`src/rtl/float2int.sv`:
```
// Sequential minifloat {exp[3:0], man[2:0]} to unsigned integer decoder, one shift per cycle.
// Optional saturation of out-of-range exponents is enabled by defining F2I_SAT_EN.
module float2int #(
  parameter int F2I_IW = 11
) (
  input  logic              clk,
  input  logic              rst_n,
  input  logic              in_valid,
  output logic              in_ready,
  input  logic [6:0]        in_float,
  output logic              out_valid,
  input  logic              out_ready,
  output logic [F2I_IW-1:0] out_int,
  output logic              out_ovf,
  output logic              busy
);

  localparam logic [1:0] IDLE  = 2'd0;
  localparam logic [1:0] SHIFT = 2'd1;
  localparam logic [1:0] DONE  = 2'd2;

  logic [1:0]        state_q, state_d;
  logic [F2I_IW-1:0] acc_q, acc_d;
  logic [3:0]        cnt_q, cnt_d;
  logic [F2I_IW-1:0] out_int_q, out_int_d;
  logic              out_ovf_q, out_ovf_d;
  logic              out_valid_q, out_valid_d;
  logic              in_ready_q, in_ready_d;
  logic              busy_q, busy_d;
  logic [3:0]        exp_s;
  logic [2:0]        man_s;
  logic              sat_s;

  assign exp_s = in_float[6:3];
  assign man_s = in_float[2:0];

  // Next-state, datapath and registered-output computation.
  always_comb begin
    state_d   = state_q;
    acc_d     = acc_q;
    cnt_d     = cnt_q;
    out_int_d = out_int_q;
    out_ovf_d = out_ovf_q;
`ifdef F2I_SAT_EN
    sat_s = (exp_s > 4'd8);
`else
    sat_s = 1'b0;
`endif
    case (state_q)
      IDLE: begin
        if (in_valid) begin
          if (exp_s == 4'd0) begin
            acc_d = {{(F2I_IW-3){1'b0}}, man_s};
            cnt_d = 4'd0;
          end else begin
            acc_d = {{(F2I_IW-4){1'b0}}, 1'b1, man_s};
            cnt_d = exp_s - 4'd1;
          end
          if (sat_s) begin
            state_d   = DONE;
            out_int_d = {F2I_IW{1'b1}};
            out_ovf_d = 1'b1;
          end else if (cnt_d == 4'd0) begin
            state_d   = DONE;
            out_int_d = acc_d;
            out_ovf_d = 1'b0;
          end else begin
            state_d = SHIFT;
          end
        end else begin
          state_d = IDLE;
        end
      end
      SHIFT: begin
        // Bits pushed past the MSB are dropped: out-of-range exponents wrap when not saturating.
        acc_d = {acc_q[F2I_IW-2:0], 1'b0};
        cnt_d = cnt_q - 4'd1;
        if (cnt_q == 4'd1) begin
          state_d   = DONE;
          out_int_d = acc_d;
          out_ovf_d = 1'b0;
        end else begin
          state_d = SHIFT;
        end
      end
      DONE: begin
        if (out_ready) begin
          state_d = IDLE;
        end else begin
          state_d = DONE;
        end
      end
      default: begin
        state_d = IDLE;
      end
    endcase
    in_ready_d  = (state_d == IDLE);
    busy_d      = (state_d != IDLE);
    out_valid_d = (state_d == DONE);
  end

  // State and output registers with synchronous active-low reset.
  always_ff @(posedge clk) begin
    if (!rst_n) begin
      state_q     <= IDLE;
      acc_q       <= {F2I_IW{1'b0}};
      cnt_q       <= 4'd0;
      out_int_q   <= {F2I_IW{1'b0}};
      out_ovf_q   <= 1'b0;
      out_valid_q <= 1'b0;
      in_ready_q  <= 1'b1;
      busy_q      <= 1'b0;
    end else begin
      state_q     <= state_d;
      acc_q       <= acc_d;
      cnt_q       <= cnt_d;
      out_int_q   <= out_int_d;
      out_ovf_q   <= out_ovf_d;
      out_valid_q <= out_valid_d;
      in_ready_q  <= in_ready_d;
      busy_q      <= busy_d;
    end
  end

  assign in_ready  = in_ready_q;
  assign out_valid = out_valid_q;
  assign out_int   = out_int_q;
  assign out_ovf   = out_ovf_q;
  assign busy      = busy_q;

endmodule

```
`config.mk`:
```
export PLATFORM = sky130hd
export DESIGN_NAME = float2int
export DESIGN_NICKNAME = d
export VERILOG_FILES = /design/src/rtl/float2int.sv
export SDC_FILE = /design/constraint.sdc
export NUM_CORES = 1
export LEC_CHECK = 0
export CAP_MARGIN = 20
export CORE_MARGIN = 2
export CORE_UTILIZATION = 39
export CTS_CLUSTER_DIAMETER = 80
export DETAILED_ROUTE_END_ITERATION = 8
export PLACE_DENSITY = 0.71
export SLEW_MARGIN = 5
export SYNTH_ARGS = -nofsm -noshare
export SYNTH_HDL_FRONTEND = slang
export SYNTH_SLANG_ARGS = --single-unit
```
`constraint.sdc`:
```
create_clock -name clk -period 1.8 [get_ports clk]
set_clock_uncertainty 0.05 [all_clocks]
set_input_delay 0.27 -clock clk [delete_from_list [all_inputs] [get_ports clk]]
set_output_delay 0.27 -clock clk [all_outputs]
set_load 0.01 [all_outputs]
```
---- Word-level counts from Yosys, hierarchy flattened ----
Index checks and enable logic that the tools add are counted.
storage, ports and cells
  output and inout port bits .............. 15
  logic and storage cells ................. 46
  input port bits ......................... 11
  flip-flop bits (word level) ............. 31
cells by class
  muxes and demuxes ....................... 21
  eq/ne operators ......................... 7
  add/sub/neg operators ................... 2
  reductions and logical operators ........ 8
operators with widths
  operator               number
  $mux W11               3
  $pmux W11 S2           1
  $mux W4                5
  $pmux W10 S2           1
  $mux W10               1
  $logic_not A4 Y1       2
  $mux W2                4
  $pmux W4 S2            1
  $sub A4 B1 Y4 const B  2
  $ne A2 B2 Y1 const B   3
  $pmux W2 S3            1
  $eq A2 B2 Y1 const B   2
  $eq A4 B1 Y1 const B   1
  $logic_not A2 Y1       2
  $reduce_and A4 Y1      1
  $reduce_bool A2 Y1     2
  $mux W1                3
  $eq A2 B1 Y1 const B   1
  $pmux W1 S2            1
  $reduce_and A2 Y1      1

---- Longest topological paths before layout ----
Gate-level depths: netlist of the first run.
  depth after elaboration ................. 9
  mapped depth ............................ 6
  mapped depth without buffers ............ 5

---- Least setup slack after synthesis of the first run ----
Ideal clock, no wire load.
  kind .................................... register to register
  start point ............................. reg cnt_q[0]
  end point ............................... reg out_int_q[3] (netlist: out_int[3])
  stages on the path, launching flop included .. 6
  data required time ...................... 1662 ps
  period minus slack after synthesis ...... 1675 ps
  path slack .............................. 125 ps
  arrival time ............................ 1537 ps
  path buffers ............................ 1
  library setup time ...................... 88 ps
  path through ............................ dfxtp_1 -> ha_1 -> or3b_1 -> buf_2 -> or3_4 -> a311oi_2
on the way
  cells in the longest elaborated chain, start to end .. 3
ends and longest elaborated chain
  element                      line  text
  start: declaration           24    logic [3:0] cnt_q, cnt_d;
  start signal: assignment     116   cnt_q <= cnt_d;
  $eq A4 B1 Y1                 78    if (cnt_q == 4'd1) begin
  $ne A2 B2 Y1 (no line)       --
  $reduce_and A4 Y1 (no line)  --
  end signal: assignment       108   out_int_q <= {F2I_IW{1'b0}};
  end signal: assignment       117   out_int_q <= out_int_d;
  end: declaration             25    logic [F2I_IW-1:0] out_int_q, out_int_d;
No other way between the ends.
A chain may end at the register's enable or synchronous reset.

---- Worst setup path after layout of the first run ----
  start point ............................. reg cnt_q[1]
  end point ............................... reg out_int_q[3] (netlist: out_int[3])
Same word-level chain as after synthesis.

==> results of run 1 <==
==> synthesized netlist by cell type, drive strengths merged, types with 2 or more instances <==
| master | instances |
|---|---|
| dfxtp | 30 |
| nor2 | 10 |
| a22oi | 8 |
| a22o | 7 |
| nand2 | 7 |
| a21oi | 6 |
| clkbuf | 5 |
| inv | 5 |
| nor3 | 5 |
| o21ai | 5 |
| or3 | 5 |
| or3b | 5 |
| buf | 3 |
| nand2b | 3 |
| nor3b | 3 |
| a32oi | 2 |
| ha | 2 |
| nor2b | 2 |
| o21a | 2 |
==> registers in the layout, summed over array words and instances (netlist names) <==
register,flops
acc_q,10
busy,1
cnt_q,4
in_ready,1
out_int,11
out_valid,1
state_q,2
==> final timing paths <==
kind	startpoint	endpoint	slack [ns]	cells past startpoint
setup / recovery	cnt_q[1]$_SDFFE_PN0P_	out_int[3]$_SDFFE_PN0P_	0.1	5
hold / removal	out_int[0]$_SDFFE_PN0P_	out_int[0]$_SDFFE_PN0P_	0.42	1
setup reg to reg	cnt_q[1]$_SDFFE_PN0P_	out_int[3]$_SDFFE_PN0P_	0.1	5
hold reg to reg	out_int[0]$_SDFFE_PN0P_	out_int[0]$_SDFFE_PN0P_	0.42	1
==> layer usage <==
| layer | part of all wire [%] | global-route usage [%] |
|---|---|---|
| met1 | 45 | 23.47 |
| met2 | 48 | 28.57 |
| met3 | 4.6 | 6.211 |
| met4 | 1.8 | 7.295 |
| met5 | 0 | 0 |
==> power by group through the flow <==
stage               clock network, µW  registers, µW  logic [µW]
floorplan                           0            740         160
finish                            414            733         272
CTS                               425            731         269
detailed placement                  0            747         268
global placement                    0            745         263
global route                      468            738         300
==> layout make-up <==
cell class                      count  area (µm²)
Fill cell                         302        1365
Multi-Input combinational cell     93       649.4
Sequential cell                    30       601.8
Timing Repair Buffer               39       352.8
Clock buffer                        7       55.05
Tap cell                           44       55.05
Inverter                            5       18.77
Clock inverter                      1       5.005
==> kinds of logic (layout without fill, tap and decap cells) <==
| group | count (synthesis) | count (layout) | share of synthesized area, % |
|---|---|---|---|
| AOI/OAI and AO/OA | 44 | 44 | 26.71 |
| and+or+nand+nor | 46 | 46 | 20.75 |
| other | 1 | 1 | 0.2879 |
| adders and majority gates | 2 | 2 | 1.921 |
| buffers and inverters | 13 | 52 | 4.227 |
| DFF | 30 | 30 | 46.11 |
==> through the flow <==
step | hold slack (ns) | setup TNS, ns | cells
floorplan | 0.3471 | 0 | 136
global placement | 0.4129 | -0.1699 | 211
detailed placement | 0.4092 | -0.5121 | 211
CTS | 0.4274 | 0 | 219
global route | 0.4564 | 0 | 219
finish | 0.4249 | 0 | 219
==> flow_summary.html, run 1 <==
<table>
<tr><th>Metric</th><th>Value</th></tr>
<tr><th colspan="2">Die</th></tr>
<tr><td>Placement row count</td><td>20</td></tr>
<tr><td>Initial core utilization</td><td>41.98%</td></tr>
<tr><td>I/O pin count</td><td>26</td></tr>
<tr><td>Total die area</td><td>3818 µm²</td></tr>
<tr><td>Horizontal die dimension</td><td>61.79 µm</td></tr>
<tr><td>Core Box Area</td><td>3103 µm²</td></tr>
<tr><td>Chip height</td><td>61.79 µm</td></tr>
<tr><th colspan="2">Logic synthesis</th></tr>
<tr><td>Synthesis warning total</td><td>0</td></tr>
<tr><td>Ys async rst share</td><td>0%</td></tr>
<tr><td>Number of distinct standard cells referenced by the synthesized netlist</td><td>44</td></tr>
<tr><td>Seq cells post-synth</td><td>30</td></tr>
<tr><td>Net count of the mapped netlist</td><td>149</td></tr>
<tr><td>Sequential cell area fraction in the yosys report</td><td>46.11%</td></tr>
<tr><td>Cell taking the most area after synthesis</td><td>sky130_fd_sc_hd__dfxtp_1</td></tr>
<tr><td>Flip-flop cell with the highest count after synthesis</td><td>sky130_fd_sc_hd__dfxtp_1</td></tr>
<tr><td>Number of synthesized flops with an enable pin</td><td>0</td></tr>
<tr><td>Leading post-synthesis cells by cell area</td><td>sky130_fd_sc_hd__dfxtp_1 46%, sky130_fd_sc_hd__a22o_1 4.7%, sky130_fd_sc_hd__a22oi_1 4.6%</td></tr>
<tr><td>Gate Count Post-Synth</td><td>136</td></tr>
<tr><td>Post-Syn Area</td><td>1302 µm²</td></tr>
<tr><td>Average size of a mapped cell</td><td>9.577 µm²</td></tr>
<tr><td>Synth top area share</td><td>46.11%</td></tr>
<tr><th colspan="2">Routing</th></tr>
<tr><td>Wire length per cell</td><td>13.95 µm</td></tr>
<tr><td>Detail Route Antenna Nets</td><td>0</td></tr>
<tr><td>TritonRoute pass-1 iters</td><td>4</td></tr>
<tr><td>Number of vias after detailed routing</td><td>1157</td></tr>
<tr><td>Average via count per standard cell</td><td>5.283</td></tr>
<tr><td>Remaining routing DRC violations</td><td>0</td></tr>
<tr><td>Detailed Route WL</td><td>3056 µm</td></tr>
<tr><td>Iter 0 DRT Violations</td><td>56</td></tr>
<tr><th colspan="2">Timing</th></tr>
<tr><td>FMAX</td><td>588.1 MHz</td></tr>
<tr><td>Tcrit/Tclk final</td><td>94.47%</td></tr>
<tr><td>Post-layout minimum cycle time</td><td>1.701 ns</td></tr>
<tr><td>Setup violations, final</td><td>0</td></tr>
<tr><td>Number of slew-limit violations in the final report</td><td>0</td></tr>
<tr><td>Final worst-path setup slack</td><td>0.09948 ns</td></tr>
<tr><td>Number of hold-slack violations in the final timing report</td><td>0</td></tr>
<tr><td>Setup repair after global routing missed its margin</td><td>no</td></tr>
<tr><th colspan="2">Placed design</th></tr>
<tr><td>Half-perimeter wire length after placement</td><td>2329 µm</td></tr>
<tr><td>Number of I/O port buffers</td><td>24</td></tr>
<tr><td>Placement-stage cell area</td><td>1674 µm²</td></tr>
<tr><td>Placer Congestion</td><td>0.8368</td></tr>
<tr><td>Placement Setup Slack</td><td>-0.06069 ns</td></tr>
<tr><th colspan="2">Final layout</th></tr>
<tr><td>Number of nets in the layout</td><td>187</td></tr>
<tr><td>Synthesis-to-layout area growth</td><td>33.43%</td></tr>
<tr><td>Layout cell share with drive strength beyond 1</td><td>19.43%</td></tr>
<tr><td>Most frequent standard cell in the layout excluding fill and tap cells</td><td>sky130_fd_sc_hd__dfxtp_1</td></tr>
<tr><td>Diodes inserted</td><td>0</td></tr>
<tr><td>Utilization after layout</td><td>56.01%</td></tr>
<tr><td>Highest-count cells in the layout ignoring fill and taps</td><td>29 x sky130_fd_sc_hd__dfxtp_1, 24 x sky130_fd_sc_hd__clkdlybuf4s50_1, 15 x sky130_fd_sc_hd__buf_4, 10 x sky130_fd_sc_hd__nor2_1, 8 x sky130_fd_sc_hd__a22oi_1</td></tr>
<tr><td>Design Area, Final</td><td>1738 µm²</td></tr>
<tr><th colspan="2">Power</th></tr>
<tr><td>Part of the total power dissipated in combinational logic</td><td>19.2%</td></tr>
<tr><td>Worst vdd rail ir drop</td><td>0.3772 mV</td></tr>
<tr><td>Relative contribution of sequential cells to total power</td><td>51.6%</td></tr>
<tr><td>Switch Pwr</td><td>389.0 µW</td></tr>
<tr><td>Fraction of power spent switching nets</td><td>27.41%</td></tr>
<tr><td>Leakage power of the design</td><td>0.0006489 µW</td></tr>
<tr><td>Total power consumption of the routed design</td><td>1419 µW</td></tr>
<tr><td>Clock Power Share</td><td>29.2%</td></tr>
<tr><td>Power per Cell Area</td><td>816.6 nW/µm²</td></tr>
<tr><td>Cell-internal power</td><td>1030 µW</td></tr>
<tr><th colspan="2">Job</th></tr>
<tr><td>Max Cap Violations</td><td>0</td></tr>
<tr><th colspan="2">GRT</th></tr>
<tr><td>Overall track demand over capacity in global routing</td><td>18.36%</td></tr>
<tr><td>Wire length of the first global-routing pass</td><td>5002 µm</td></tr>
<tr><td>Vias in the first global route</td><td>1068</td></tr>
<tr><td>Maximum number of pins on one net before global-route repair</td><td>14</td></tr>
<tr><td>Initial antenna violation count</td><td>0</td></tr>
<tr><td>Remaining global-route overflow</td><td>0</td></tr>
<tr><th colspan="2">Worst setup path</th></tr>
<tr><td>Largest fanout of any net on the critical path</td><td>4</td></tr>
<tr><td>Data required time at the worst endpoint</td><td>2.00 ns</td></tr>
<tr><td>Startpoint class of the critical path</td><td>register</td></tr>
<tr><td>Classification of the worst setup path</td><td>reg -&gt; reg</td></tr>
<tr><td>Largest delay contributor family on the critical path</td><td>simple AND/OR/NAND/NOR gates</td></tr>
<tr><td>Critical path buffer and inverter count</td><td>1</td></tr>
<tr><td>Crit path max-delay cell type</td><td>sky130_fd_sc_hd__or3b_4</td></tr>
<tr><td>Crit end category</td><td>register</td></tr>
<tr><td>Critical path's largest stage delay</td><td>0.42 ns</td></tr>
<tr><td>Arrival time of the worst setup path</td><td>1.90 ns</td></tr>
<tr><td>Ordered cell list for the critical path</td><td>inv_1, ha_1, or3b_4, or3_4, a311oi_2</td></tr>
<tr><th colspan="2">Run status</th></tr>
<tr><td>Status</td><td>complete, no violations</td></tr>
<tr><th colspan="2">Clock network</th></tr>
<tr><td>Number of CTS-inserted buffers</td><td>5</td></tr>
<tr><td>Post-CTS sizing</td><td>0</td></tr>
<tr><td>CTS Hold Bufs</td><td>0</td></tr>
<tr><td>Sinks on Clock Net</td><td>30</td></tr>
<tr><td>H-tree lvl count</td><td>2</td></tr>
<tr><td>Clock tree from TritonCTS</td><td>yes</td></tr>
<tr><td>Count of buffers added by post-CTS timing repair for setup</td><td>0</td></tr>
<tr><td>Library cell used as clock root buffer</td><td>sky130_fd_sc_hd__clkbuf_4</td></tr>
<tr><td>Clock transition at the registers of the reported paths</td><td>0.09 ns</td></tr>
<tr><td>Worst-Skew Late Latency</td><td>0.33 ns</td></tr>
<tr><td>Max Buffers Root-to-Sink</td><td>2</td></tr>
<tr><th colspan="2">Min path</th></tr>
<tr><td>Path class of the lowest-slack min-delay path</td><td>reg -&gt; reg</td></tr>
</table>
Note: power is estimated with default switching activity, not from simulation.
==> run 2: changes to the inputs <==
- TNS_END_PERCENT: default -> 30
==> results of run 2 <==
No change in the layout: final DEF, timing and power equal those of run 1.
==> run 3: changes to the inputs <==
- CTS_CLUSTER_SIZE: default -> 40
==> results of run 3 <==
No change in the layout: final DEF, timing and power equal those of run 1.
